## src/rtl/mouse_pkg.sv

```systemverilog
// Shared types and constants for the mouse click/gesture path.
// Coordinates are 12-bit; the screen is 800x600.
package mouse_pkg;

  localparam int COORD_W = 12;
  localparam int H_RES   = 800;
  localparam int V_RES   = 600;

  localparam logic [COORD_W-1:0] X_MAX = COORD_W'(H_RES - 1);
  localparam logic [COORD_W-1:0] Y_MAX = COORD_W'(V_RES - 1);

  typedef enum logic [2:0] {
    IDLE,
    PRESS1,
    WAIT2,
    PRESS2,
    DRAG
  } state_e;

  function automatic logic [COORD_W-1:0] clamp(input logic [COORD_W-1:0] v,
                                               input logic [COORD_W-1:0] lim);
    return (v > lim) ? lim : v;
  endfunction

  // One extra bit so the unsigned difference can never wrap.
  function automatic logic [COORD_W:0] abs_diff(input logic [COORD_W-1:0] a,
                                                input logic [COORD_W-1:0] b);
    return (a >= b) ? ({1'b0, a} - {1'b0, b}) : ({1'b0, b} - {1'b0, a});
  endfunction

endpackage

```

## src/rtl/mouse_debounce.sv

```systemverilog
// Two-flop synchroniser plus stability counter for one button level.
// rise_o/fall_o flag the cycle in which btn_o is about to toggle.
module mouse_debounce #(
  parameter int CYCLES = 40000
) (
  input  logic clk40MHz,
  input  logic rst,
  input  logic level_i,
  output logic btn_o,
  output logic rise_o,
  output logic fall_o
);

  localparam int                CNT_W    = (CYCLES > 1) ? $clog2(CYCLES) : 1;
  localparam logic [CNT_W-1:0]  CNT_LAST = CNT_W'(CYCLES - 1);

  logic             sync1_q;
  logic             sync2_q;
  logic             btn_q;
  logic [CNT_W-1:0] cnt_q;
  logic             toggle;

  assign toggle = (sync2_q != btn_q) && (cnt_q == CNT_LAST);

  // NOTE: every register here uses <= so each flop samples the pre-edge value
  // of its neighbour; blocking assignments would collapse the synchroniser.
  always_ff @(posedge clk40MHz) begin
    if (rst) begin
      sync1_q <= 1'b0;
      sync2_q <= 1'b0;
      btn_q   <= 1'b0;
      cnt_q   <= '0;
    end else begin
      sync1_q <= level_i;
      sync2_q <= sync1_q;
      if (sync2_q == btn_q) begin
        cnt_q <= '0;
      end else if (toggle) begin
        cnt_q <= '0;
        btn_q <= ~btn_q;
      end else begin
        cnt_q <= cnt_q + 1'b1;
      end
    end
  end

  assign btn_o  = btn_q;
  assign rise_o = toggle & ~btn_q;
  assign fall_o = toggle &  btn_q;

endmodule

```

## src/rtl/mouse_click_ctl.sv

```systemverilog
// Cursor clamp and left-button gesture classifier (click, double click, drag)
// in the clk40MHz domain; all outputs are registered.
module mouse_click_ctl
  import mouse_pkg::*;
#(
  parameter int DEBOUNCE_CYCLES = 40000,
  parameter int DBL_WINDOW      = 16000000,
  parameter int DRAG_THRESH     = 4
) (
  input  logic               clk40MHz,
  input  logic               rst,
  input  logic               left,
  input  logic [COORD_W-1:0] x_in,
  input  logic [COORD_W-1:0] y_in,
  output logic [COORD_W-1:0] x_out,
  output logic [COORD_W-1:0] y_out,
  output logic               btn,
  output logic               click,
  output logic               dbl_click,
  output logic               drag_active,
  output logic               drag_done,
  output logic [COORD_W-1:0] press_x,
  output logic [COORD_W-1:0] press_y
);

  localparam int                WIN_W    = (DBL_WINDOW > 1) ? $clog2(DBL_WINDOW) : 1;
  localparam logic [WIN_W-1:0]  WIN_LAST = WIN_W'(DBL_WINDOW - 1);
  localparam int                DW       = COORD_W + 1;
  localparam logic [DW-1:0]     THRESH   = DW'(DRAG_THRESH);

  logic               btn_rise;
  logic               btn_fall;
  logic [COORD_W-1:0] x_raw_q, y_raw_q;
  logic [COORD_W-1:0] x_cap_q, y_cap_q;
  logic [COORD_W-1:0] x_out_q, y_out_q;
  logic [COORD_W-1:0] press_x_q, press_y_q;
  logic [WIN_W-1:0]   win_q;
  state_e             state_q;
  logic               click_q, dbl_q, drag_q, done_q;
  logic               moved;

  mouse_debounce #(
    .CYCLES(DEBOUNCE_CYCLES)
  ) u_debounce (
    .clk40MHz(clk40MHz),
    .rst     (rst),
    .level_i (left),
    .btn_o   (btn),
    .rise_o  (btn_rise),
    .fall_o  (btn_fall)
  );

  // A coordinate is accepted only after it reads the same on two samples,
  // which rejects words caught mid-update from the other clock domain.
  always_ff @(posedge clk40MHz) begin
    if (rst) begin
      x_raw_q <= '0;
      y_raw_q <= '0;
      x_cap_q <= '0;
      y_cap_q <= '0;
      x_out_q <= '0;
      y_out_q <= '0;
    end else begin
      x_raw_q <= x_in;
      y_raw_q <= y_in;
      if (x_in == x_raw_q) x_cap_q <= x_in;
      if (y_in == y_raw_q) y_cap_q <= y_in;
      x_out_q <= clamp(x_cap_q, X_MAX);
      y_out_q <= clamp(y_cap_q, Y_MAX);
    end
  end

  assign moved = (abs_diff(x_out_q, press_x_q) > THRESH) ||
                 (abs_diff(y_out_q, press_y_q) > THRESH);

  always_ff @(posedge clk40MHz) begin
    if (rst) begin
      state_q   <= IDLE;
      press_x_q <= '0;
      press_y_q <= '0;
      win_q     <= '0;
      click_q   <= 1'b0;
      dbl_q     <= 1'b0;
      drag_q    <= 1'b0;
      done_q    <= 1'b0;
    end else begin
      click_q <= 1'b0;
      dbl_q   <= 1'b0;
      done_q  <= 1'b0;
      case (state_q)
        IDLE: begin
          if (btn_rise) begin
            press_x_q <= x_out_q;
            press_y_q <= y_out_q;
            state_q   <= PRESS1;
          end
        end
        PRESS1: begin
          if (moved) begin
            drag_q  <= 1'b1;
            state_q <= DRAG;
          end else if (btn_fall) begin
            click_q <= 1'b1;
            win_q   <= '0;
            state_q <= WAIT2;
          end
        end
        WAIT2: begin
          win_q <= win_q + 1'b1;
          if (btn_rise)              state_q <= PRESS2;
          else if (win_q == WIN_LAST) state_q <= IDLE;
        end
        PRESS2: begin
          if (moved) begin
            drag_q  <= 1'b1;
            state_q <= DRAG;
          end else if (btn_fall) begin
            dbl_q   <= 1'b1;
            state_q <= IDLE;
          end
        end
        DRAG: begin
          if (btn_fall) begin
            drag_q  <= 1'b0;
            done_q  <= 1'b1;
            state_q <= IDLE;
          end
        end
        default: state_q <= IDLE;
      endcase
    end
  end

  assign x_out       = x_out_q;
  assign y_out       = y_out_q;
  assign press_x     = press_x_q;
  assign press_y     = press_y_q;
  assign click       = click_q;
  assign dbl_click   = dbl_q;
  assign drag_active = drag_q;
  assign drag_done   = done_q;

endmodule

```

## config.mk

```make
export PLATFORM = sky130hd
export DESIGN_NAME = mouse_click_ctl
export DESIGN_NICKNAME = d
export VERILOG_FILES = /design/src/rtl/mouse_pkg.sv /design/src/rtl/mouse_debounce.sv /design/src/rtl/mouse_click_ctl.sv
export SDC_FILE = /design/constraint.sdc
export NUM_CORES = 1
export LEC_CHECK = 0
export BUFFER_PORTS_ARGS = -buffer_cell sky130_fd_sc_hd__buf_2
export CELL_PAD_IN_SITES_DETAIL_PLACEMENT = 1
export CELL_PAD_IN_SITES_GLOBAL_PLACEMENT = 2
export CORE_MARGIN = 2
export CORE_UTILIZATION = 36
export CTS_CLUSTER_SIZE = 8
export DETAILED_ROUTE_END_ITERATION = 8
export PLACE_DENSITY_LB_ADDON = 0.1
export REMOVE_ABC_BUFFERS = 1
export SLEW_MARGIN = 30
export SYNTH_ARGS = -nofsm -noshare
export SYNTH_HDL_FRONTEND = slang
export SYNTH_SLANG_ARGS = --single-unit
```

## constraint.sdc

```tcl
create_clock -name clk40MHz -period 4.1 [get_ports clk40MHz]
set_input_delay 0.41 -clock clk40MHz [delete_from_list [all_inputs] [get_ports clk40MHz]]
set_output_delay 0.41 -clock clk40MHz [all_outputs]
set_load 0.02 [all_outputs]
```

* Word level (Yosys, flattened, before mapping)
Cells that the tools add are included.
** Storage, ports and cells
- Register bits after elaboration :: 146
- Input bits :: 27
- Output and inout port bits :: 53
- Logic and storage cells :: 93
** Cells by class
- $add $sub $neg :: 6
- $lt $le $gt $ge :: 6
- Equality and inequality tests :: 17
- Multiplexer cells :: 20
- Bitwise logic cells :: 7
- Reductions and logical operators :: 17
** Operators by type and width (number)
- 12-bit by 12-bit subtractor with 13-bit output :: 4
- 24-bit two-way mux :: 2
- 24-bit one-hot mux with 2 select lines :: 1
- 13-bit by 3-bit greater-than comparator with 1-bit output, second input constant :: 2
- 13-bit two-way mux :: 2
- 24-bit by 1-bit adder with 24-bit output, second input constant :: 1
- 12-bit == test :: 2
- 24-bit == test, second input constant :: 1
- 12-bit >= comparator :: 2
- 12-bit by 10-bit greater-than comparator with 1-bit output, second input constant :: 2
- 3-bit two-way mux :: 7
- 10-bit two-way mux :: 2
- 16-bit by 1-bit adder with 16-bit output, second input constant :: 1
- 16-bit == test, second input constant :: 1
- 3-bit one-hot mux with 5 select lines :: 1
- 2-bit OR reduction :: 6
- 3-bit AND reduction :: 3
- 2-bit != test, second input constant :: 4
- 3-bit by 2-bit == test with 1-bit output, second input constant :: 2
- 3-bit != test, second input constant :: 2
- 1-bit inverter :: 5
- 1-bit two-way mux :: 4
- 2-bit AND reduction :: 2
- 2-bit nonzero test :: 2
- 11 further kinds :: 12

* Depth between registers and ports, before layout
Gate-level depths: netlist (run 1).
- Depth in word-level cells :: 6
- Gate-level depth with buffers :: 13

* Cells and area by module
From an unflattened synthesis (run 1), not the netlist that was laid out.
** Second synthesis, totals
- Cells, all modules :: 1023
- Area, all modules :: 8493.1 um^2
** Modules (own cells, without submodules)
- mouse_click_ctl :: times used 1, cells each 929, area an instance 7651.1 um^2, seq. area each 2542.4 um^2
- mouse_debounce :: times used 1, cells each 94, area an instance 842.1 um^2, seq. area each 380.4 um^2

* Worst setup path before layout (run 1)
Ideal clock, no wire load.
- Path type :: register to register
- Start point :: reg x_out_q[4] (netlist: x_out[4])
- End point :: reg win_q[18]
- Arrival :: 3.206 ns
- Slack :: 0.764 ns
- Cell stages (with the launch flop) :: 14
- Path buffers :: 2
- Cells stage by stage :: dfxtp_1 -> inv_1 -> ha_1 -> buf_4 -> and3_1 -> o21ai_2 -> a21oi_1 -> o21a_1 -> or4_1 -> a2111o_1 -> a2111oi_4 -> a41o_2 -> buf_6 -> o31ai_2
** Between the ends
- Word-level cells in the longest chain between the ends :: 6
** RTL lines
- from (decl) :: RTL line mouse_click_ctl.sv:35 : logic [COORD_W-1:0] x_out_q, y_out_q;
- from (signal assigned) :: RTL line mouse_click_ctl.sv:68 : x_out_q <= clamp(x_cap_q, X_MAX);
- 12-bit by 12-bit subtractor with 13-bit output / 12-bit >= comparator (equally long branches) :: RTL line mouse_pkg.sv:28 : return (a >= b) ? ({1'b0, a} - {1'b0, b}) : ({1'b0, b} - {1'b0, a});
- 13-bit two-way mux * :: RTL line mouse_pkg.sv:28
- 13-bit by 3-bit greater-than comparator with 1-bit output * :: RTL line mouse_click_ctl.sv:73 : assign moved = (abs_diff(x_out_q, press_x_q) > THRESH) ||
- 1-bit logical OR * :: RTL line mouse_click_ctl.sv:73
- 2-bit != test (no source line) *
- 3-bit AND reduction (no source line) *
- to (signal assigned) :: RTL line mouse_click_ctl.sv:109 : win_q <= win_q + 1'b1;
- to (decl) :: RTL line mouse_click_ctl.sv:37 : logic [WIN_W-1:0] win_q;
Every way passes the cells marked *; elsewhere a longest branch is shown, timed or not.
A chain may end at the register's enable or synchronous reset.

* Worst setup path after layout (run 1)
- Start point :: reg x_out_q[4] (netlist: x_out[4])
- End point :: reg win_q[8]
Same word-level chain as after synthesis.

==> metrics.txt, run 1 <==
drt total wl=21.9 mm; GP Congestion=~0.82; number of port buffers=slightly below 80; Post-CTS Setup Repair Bufs=0; crit path kind=reg -> reg; Synth Flop Type=dfxtp_1; worst-margin pin slew=a little under 0.8 ns; vias in the first global route=7020; die area=approximately 24000 um2; Yosys top cell area share=0.358; Hold Violations, Final=0; fillcell total=approximately 2700; hold_buf cts=0; Worst setup SP type=register; total track usage=0.189; Post-synth ARST share=0; Area after DPL=8840 um2; CP arrival=3.93 ns; Syn Std Cell Area=8170 um2; initial DRC count=273; H-tree depth=4; Setup Viol. Count Final=0; first-pass GRT wire length=around 37 mm; CTS tree=done; Post-layout nets=1134; global route overflow=0; CP Max Fanout=24; layout cells sized above 1=0.137; Sink Count=146; max_cap viols=0; Post-DRT Antenna Nets=0; synth warn=0; VDD IR-drop max=0.230 mV; DRC=0; worst path required time=4.41 ns; post-DP HPWL=around 16 mm; Mapped Cells=between 900 and 1000; dominant cell type by area after synthesis=dfxtp_1; Vias=just under 7000; Largest regs=win_q: 24 flops, u_debounce.cnt_q: 16 flops; post-cts sizing count=0; setup TNS=0 ns; Slew Limit Fails=0; Leakage=4.04 nW; FF+latch area=just under 3000 um2; max reg flops=24; synthesized area per cell=8.28 um2; fmax=0.277 GHz; Final Instance Area=about 9500 um2; number of clock buffers inserted by TritonCTS=17; post-synthesis register bit count=146; Via density=slightly above 5; Relative slew margins=0.483; most frequent cell after synthesis=dfxtp_1; worst reg2reg setup slack=a little under 0.5 ns; worst-skew pair later-pin latency=0.43 ns; largest net degree at the start of global routing=65; area delta synth->final=15.7%; period utilisation layout=0.882; number of core rows=55; Core Box Area=22400 um2; worst clock skew=0.0237 ns; DRT Pass-1 Iters=5; Multi-input gate area=4780 um2; fin crit period=approximately 3.6 ns; Die Wd=155 um; top-level I/O count=80; Netlist cell types=74; CTS max path bufs=2; Die Y=155 um; clk slew on worst S/H paths=0.07 ns; most instantiated cells after synthesis=dfxtp_1 (146), nor2_1 (105), nand2_1 (83); Top reg by flops=win_q; hold slack=0.199 ns; Critical Path Sink Type=register; HP Class=in -> reg; RSZ-0062 raised after global routing=false; outcome=finished, final reports clean; EDFF count, synth=0; root buffer cell=clkbuf_16; share of the yosys chip area belonging to registers=0.358; Synth area leaders=dfxtp_1 (36%), ha_1 (7.7%), xor2_1 (6.0%), nor2_1 (4.8%), a21oi_1 (4.7%); wire per inst=around 16 um; worst slack, placed=0.465 ns; PnR worst setup slack=0.485 ns; Starting Density=0.364; Ant. Diodes=0; antenna violations before repair=0; pwr dens=around 340 nW/um2
-- metrics by stage --
step	std cells	power [mW]	utilization
final	1351	3.21	0.421
after global routing	1351	3.35	0.421
after CTS	1351	3.27	0.421
after detailed placement	1319	1.62	0.394
after global placement	1319	1.62	0.394
after floorplan	944	1.55	-
-- per-layer routing --
metal | GRT usage | share of wire | wire, um
met1 | 0.265 | 0.50 | 11000
met2 | 0.298 | 0.45 | 9770
met3 | 0.0395 | 0.039 | 863
met4 | 0.0476 | 0.012 | 256
met5 | 0 | 0 | 0
-- power breakdown --
group | leakage [nW] | internal [mW] | switching [mW] | total (mW)
clock | 0.297 | 0.880 | 0.749 | 1.63
combinational | 2.56 | 0.0599 | 0.0849 | 0.145
sequential | 1.18 | 1.43 | 0.00760 | 1.44
-- logic make-up after synthesis --
group	synth area share
other	0.000459
AO/OA/AOI/OAI	0.158
adder cells (fa/ha/maj)	0.0864
AND/OR/NAND/NOR	0.222
flip-flops	0.358
buffers and inverters	0.0596
multiplexers	0.0409
XOR/XNOR	0.0750
-- critical path, stage by stage (launching register included) --
cell and delay, ns:
dfxtp_1 0.38, inv_1 0.06, ha_1 0.43, a21o_1 0.25, a21oi_2 0.18, a21oi_1 0.11
o21a_1 0.19, or4_1 0.47, a2111o_1 0.42, a2111oi_4 0.44, a41o_2 0.30, buf_12 0.17
o31ai_1 0.08
-- worst paths after layout --
path / from / to / cells after the start
max reg2reg: x_out[4] / win_q[8] / 12
min: left / u_debounce.sync1_q / 2
min reg2reg: u_debounce.sync1_q / u_debounce.sync2_q / 1
max: x_out[4] / win_q[8] / 12
-- cells in the final DEF (no fill, tap or decap), drive strengths merged, types with 5 or more instances in the layout --
master  count
dfxtp     146
nor2      105
buf        90
nand2      83
inv        83
a21oi      77
xor2       56
ha         50
nor2b      38
mux2i      30
o21ai      30
nand3      29
nor3       21
and3       18
clkbuf     17
nand4      17
xnor2      14
nor4       11
a21o       11
and2       11
o21a       10
nand2b      7
a31oi       7
o31ai       7
nor4b       6
or4         6
a211oi      6
clkinv      6
o211ai      5
-- layout make-up --
cell class / count / share of cell area
inverters: 76 / 0.0302
well taps: 285 / 0.0377
flip-flops and latches: 146 / 0.309
clock buffers: 17 / 0.0450
multi-input cells: 722 / 0.506
repair buffers: 90 / 0.0521
clock inverters: 15 / 0.0202
(Power assumes the default switching activity.)
==> run 2, diff against run 1 <==
SYNTH_HIERARCHICAL = 1   (was not set)
==> metrics.txt, run 2 <==
Non-Filler Instances=1426 (was 1351); initial DRC count=296 (was 273); CP arrival=4.17 ns (was 3.93 ns); CP Max Fanout=32 (was 24); Leakage=4.04 nW (about the same); most frequent cell after synthesis=dfxtp_1 (unchanged); number of clock buffers inserted by TritonCTS=17 (unchanged); crit path cell chain=inv_1, ha_1, nor2b_1, o21ai_1, a211oi_1, a2111oi_2, xnor2_1, or4_1, a21oi_1, nand4_4, buf_6, a211oi_1, mux2i_1 (was inv_1, ha_1, a21o_1, a21oi_2, a21oi_1, o21a_1, or4_1, a2111o_1, a2111oi_4, a41o_2, buf_12, o31ai_1); HP Class=in -> reg (unchanged); worst reg2reg setup slack=0.29 ns (was 0.49 ns); Slew Limit Fails=0 (unchanged); fmax=0.262 GHz (was 0.277 GHz); die area=24800 um2 (was 23900 um2); DRC=0 (unchanged); antenna violations before repair=1 (was 0); post-DP HPWL=17.6 mm (was 16.1 mm); EDFF count, synth=0 (unchanged); Crit-path slowest cell=or4_1 (unchanged); most frequent CP cell=a211oi_1; number of core rows=56 (was 55); fillcell total=2826 (was 2704); largest net degree at the start of global routing=54 (was 65); Post-synth ARST share=0 (unchanged); most frequent cells in the layout=dfxtp_1 (146), nand2_1 (85), a21oi_1 (80), buf_2 (78), nor2_1 (76) (was dfxtp_1 (146), nor2_1 (105), nand2_1 (82), buf_2 (78)); CTS tree=done (unchanged); clk slew on worst S/H paths=0.07 ns (about the same); top-level I/O count=80 (unchanged); Util after Layout=0.422 (was 0.421); most instantiated cells after synthesis=dfxtp_1 (146), nand2_1 (85), a21oi_1 (81) (was dfxtp_1 (146), nor2_1 (105), nand2_1 (83)); hold slack=0.187 ns (was 0.199 ns); Top reg by flops=win_q (unchanged); total track usage=0.195 (was 0.189); synth warn=6 (was 0); root buffer cell=clkbuf_16 (unchanged); worst-margin pin slew=0.979 ns (was 0.773 ns); dominant cell type by area after synthesis=dfxtp_1 (unchanged); Ant. Diodes=0 (unchanged); outcome=finished, final reports clean (unchanged); fin crit period=3.81 ns (was 3.61 ns); max reg flops=24 (unchanged); worst path required time=4.46 ns (was 4.41 ns); most common cell after layout, fill and taps aside=dfxtp_1 (unchanged); Power Total=3.19 mW (was 3.21 mW); routed length on met1=12.1 mm (was 11.0 mm); placed instance count=1393 (was 1319); vias in the first global route=7198 (was 7020); worst-skew pair later-pin latency=0.43 ns (about the same); first-pass GRT wire length=38.5 mm (was 36.6 mm); VDD IR-drop max=0.219 mV (was 0.230 mV); H-tree depth=4 (unchanged); pwr dens=323 nW/um2 (was 340 nW/um2); Synth area leaders=dfxtp_1 (34%), ha_1 (7.4%), mux2i_1 (5.7%), a21oi_1 (4.8%), nand2_1 (3.8%) (was dfxtp_1 (36%), ha_1 (7.7%), xor2_1 (6.0%), nor2_1 (4.8%), a21oi_1 (4.7%)); Vias=7421 (was 6961); CTS max path bufs=2 (unchanged); RSZ-0062 raised after global routing=false (unchanged); highest routed layer=met5 (was met4); area delta synth->final=16.0% (was 15.7%); Largest regs=win_q: 24 flops, u_debounce/cnt_q: 16 flops (was win_q: 24 flops, u_debounce.cnt_q: 16 flops); drt total wl=23.7 mm (was 21.9 mm); Relative slew margins=0.346 (was 0.483); share of the yosys chip area belonging to registers=0.344 (was 0.358); WL met3=969 um (was 863 um); Die Y=158 um (was 155 um); wire per inst=16.6 um (was 16.2 um); period utilisation layout=0.929 (was 0.882); Synth Flop Type=dfxtp_1 (unchanged); GP Congestion=0.829 (was 0.816); synthesized area per cell=8.30 um2 (was 8.28 um2); max_cap viols=0 (unchanged); Die Wd=158 um (was 155 um); Mapped Cells=1023 (was 987); Sink Count=146 (unchanged); Core Box Area=23300 um2 (was 22400 um2); Hold Violations, Final=0 (unchanged); crit path kind=reg -> reg (unchanged); number of port buffers=79 (unchanged); Setup Viol. Count Final=0 (unchanged); Yosys top cell area share=0.344 (was 0.358); Starting Density=0.364 (about the same); layout cells sized above 1=0.150 (was 0.137); Syn Std Cell Area=8490 um2 (was 8170 um2); Worst setup SP type=register (unchanged); global route overflow=0 (unchanged); worst clock skew=0.0110 ns (was 0.0237 ns); DRT Pass-1 Iters=4 (was 5); Post-DRT Antenna Nets=0 (unchanged); met2 routed WL=10.4 mm (was 9.77 mm); post-synthesis register bit count=146 (unchanged); Post-layout nets=1175 (was 1134); Critical Path Sink Type=register (unchanged); Via density=5.20 (was 5.15); Worst path max stage delay=0.58 ns (was 0.47 ns); Netlist cell types=75 (was 74)
-- run 2: path summary, 6_finish.rpt --
kind,cells past startpoint,to,start
worst min register to register,1,u_debounce/sync2_q,u_debounce/sync1_q
worst max-delay path,13,win_q[15],x_out[1]
worst max register to register,13,win_q[15],x_out[1]
worst min-delay path,2,u_debounce/sync1_q,left
-- run 2: repair_timing --
item | in CTS | in global routing
endpoints found under the setup margin | 0 | 23
resized for setup | 0 | 11
hold endpoints to repair | 0 | 0
hold buffers | 0 | 0
setup buffers | 0 | 1
-- run 2: final cells by class --
cell class                      instances  area, um2  area share
Inverter                               67        251      0.0255
Multi-Input combinational cell        760       5140       0.522
Clock buffer                           18        439      0.0446
Tap cell                              319        399      0.0405
Timing Repair Buffer                  102        574      0.0583
Clock inverter                         14        123      0.0124
Sequential cell                       146       2920       0.297
-- run 2: report_power, final --
group | leakage (nW) | internal, mW | switching, mW | total [mW]
Sequential | 1.18 | 1.44 | 0.0144 | 1.45
Combinational | 2.58 | 0.0769 | 0.123 | 0.200
Clock | 0.278 | 0.812 | 0.721 | 1.53
Total | 4.04 | 2.33 | 0.858 | 3.19
-- run 2: critical path, delay by kind of cell, from the launching register on --
kind,cells,cell delay [ns]
flip-flops,1,0.47
multiplexers,1,0.21
buffers and inverters,2,0.36
AO/OA/AOI/OAI,5,1.31
XOR/XNOR,1,0.14
AND/OR/NAND/NOR,3,0.91
adder cells (fa/ha/maj),1,0.33
-- run 2: cells by family (layout without fill, tap and decap cells) --
| family | Yosys count | in the layout | synth area share |
|---|---|---|---|
| compound gates | 213 | 213 | 0.165 |
| xor+xnor | 51 | 51 | 0.0526 |
| fa+ha+maj | 54 | 54 | 0.0831 |
| buf+inv | 120 | 201 | 0.0573 |
| flops | 146 | 146 | 0.344 |
| mux | 49 | 49 | 0.0579 |
| other cells | 1 | 4 | 0.000442 |
| simple gates | 389 | 389 | 0.240 |
-- run 2: routing by layer --
| metal | vias to the layer above | GRT usage |
|---|---|---|
| met2 | 114 | 0.303 |
| met4 | 2 | 0.0429 |
| met3 | 18 | 0.0413 |
| li1 | 3724 | - |
| met5 | - | 0 |
| met1 | 3563 | 0.278 |
-- run 2: metrics by stage --
| stage | setup slack [ns] | cell area [um2] | TNS (ns) |
|---|---|---|---|
| final | 0.289 | 9850 | 0 |
| after global routing | 0.00494 | 9850 | 0 |
| after CTS | 0.107 | 9790 | 0 |
| after detailed placement | 0.128 | 9230 | 0 |
| after global placement | 0.216 | 9230 | 0 |
| after floorplan | -0.454 | 8270 | -4.73 |
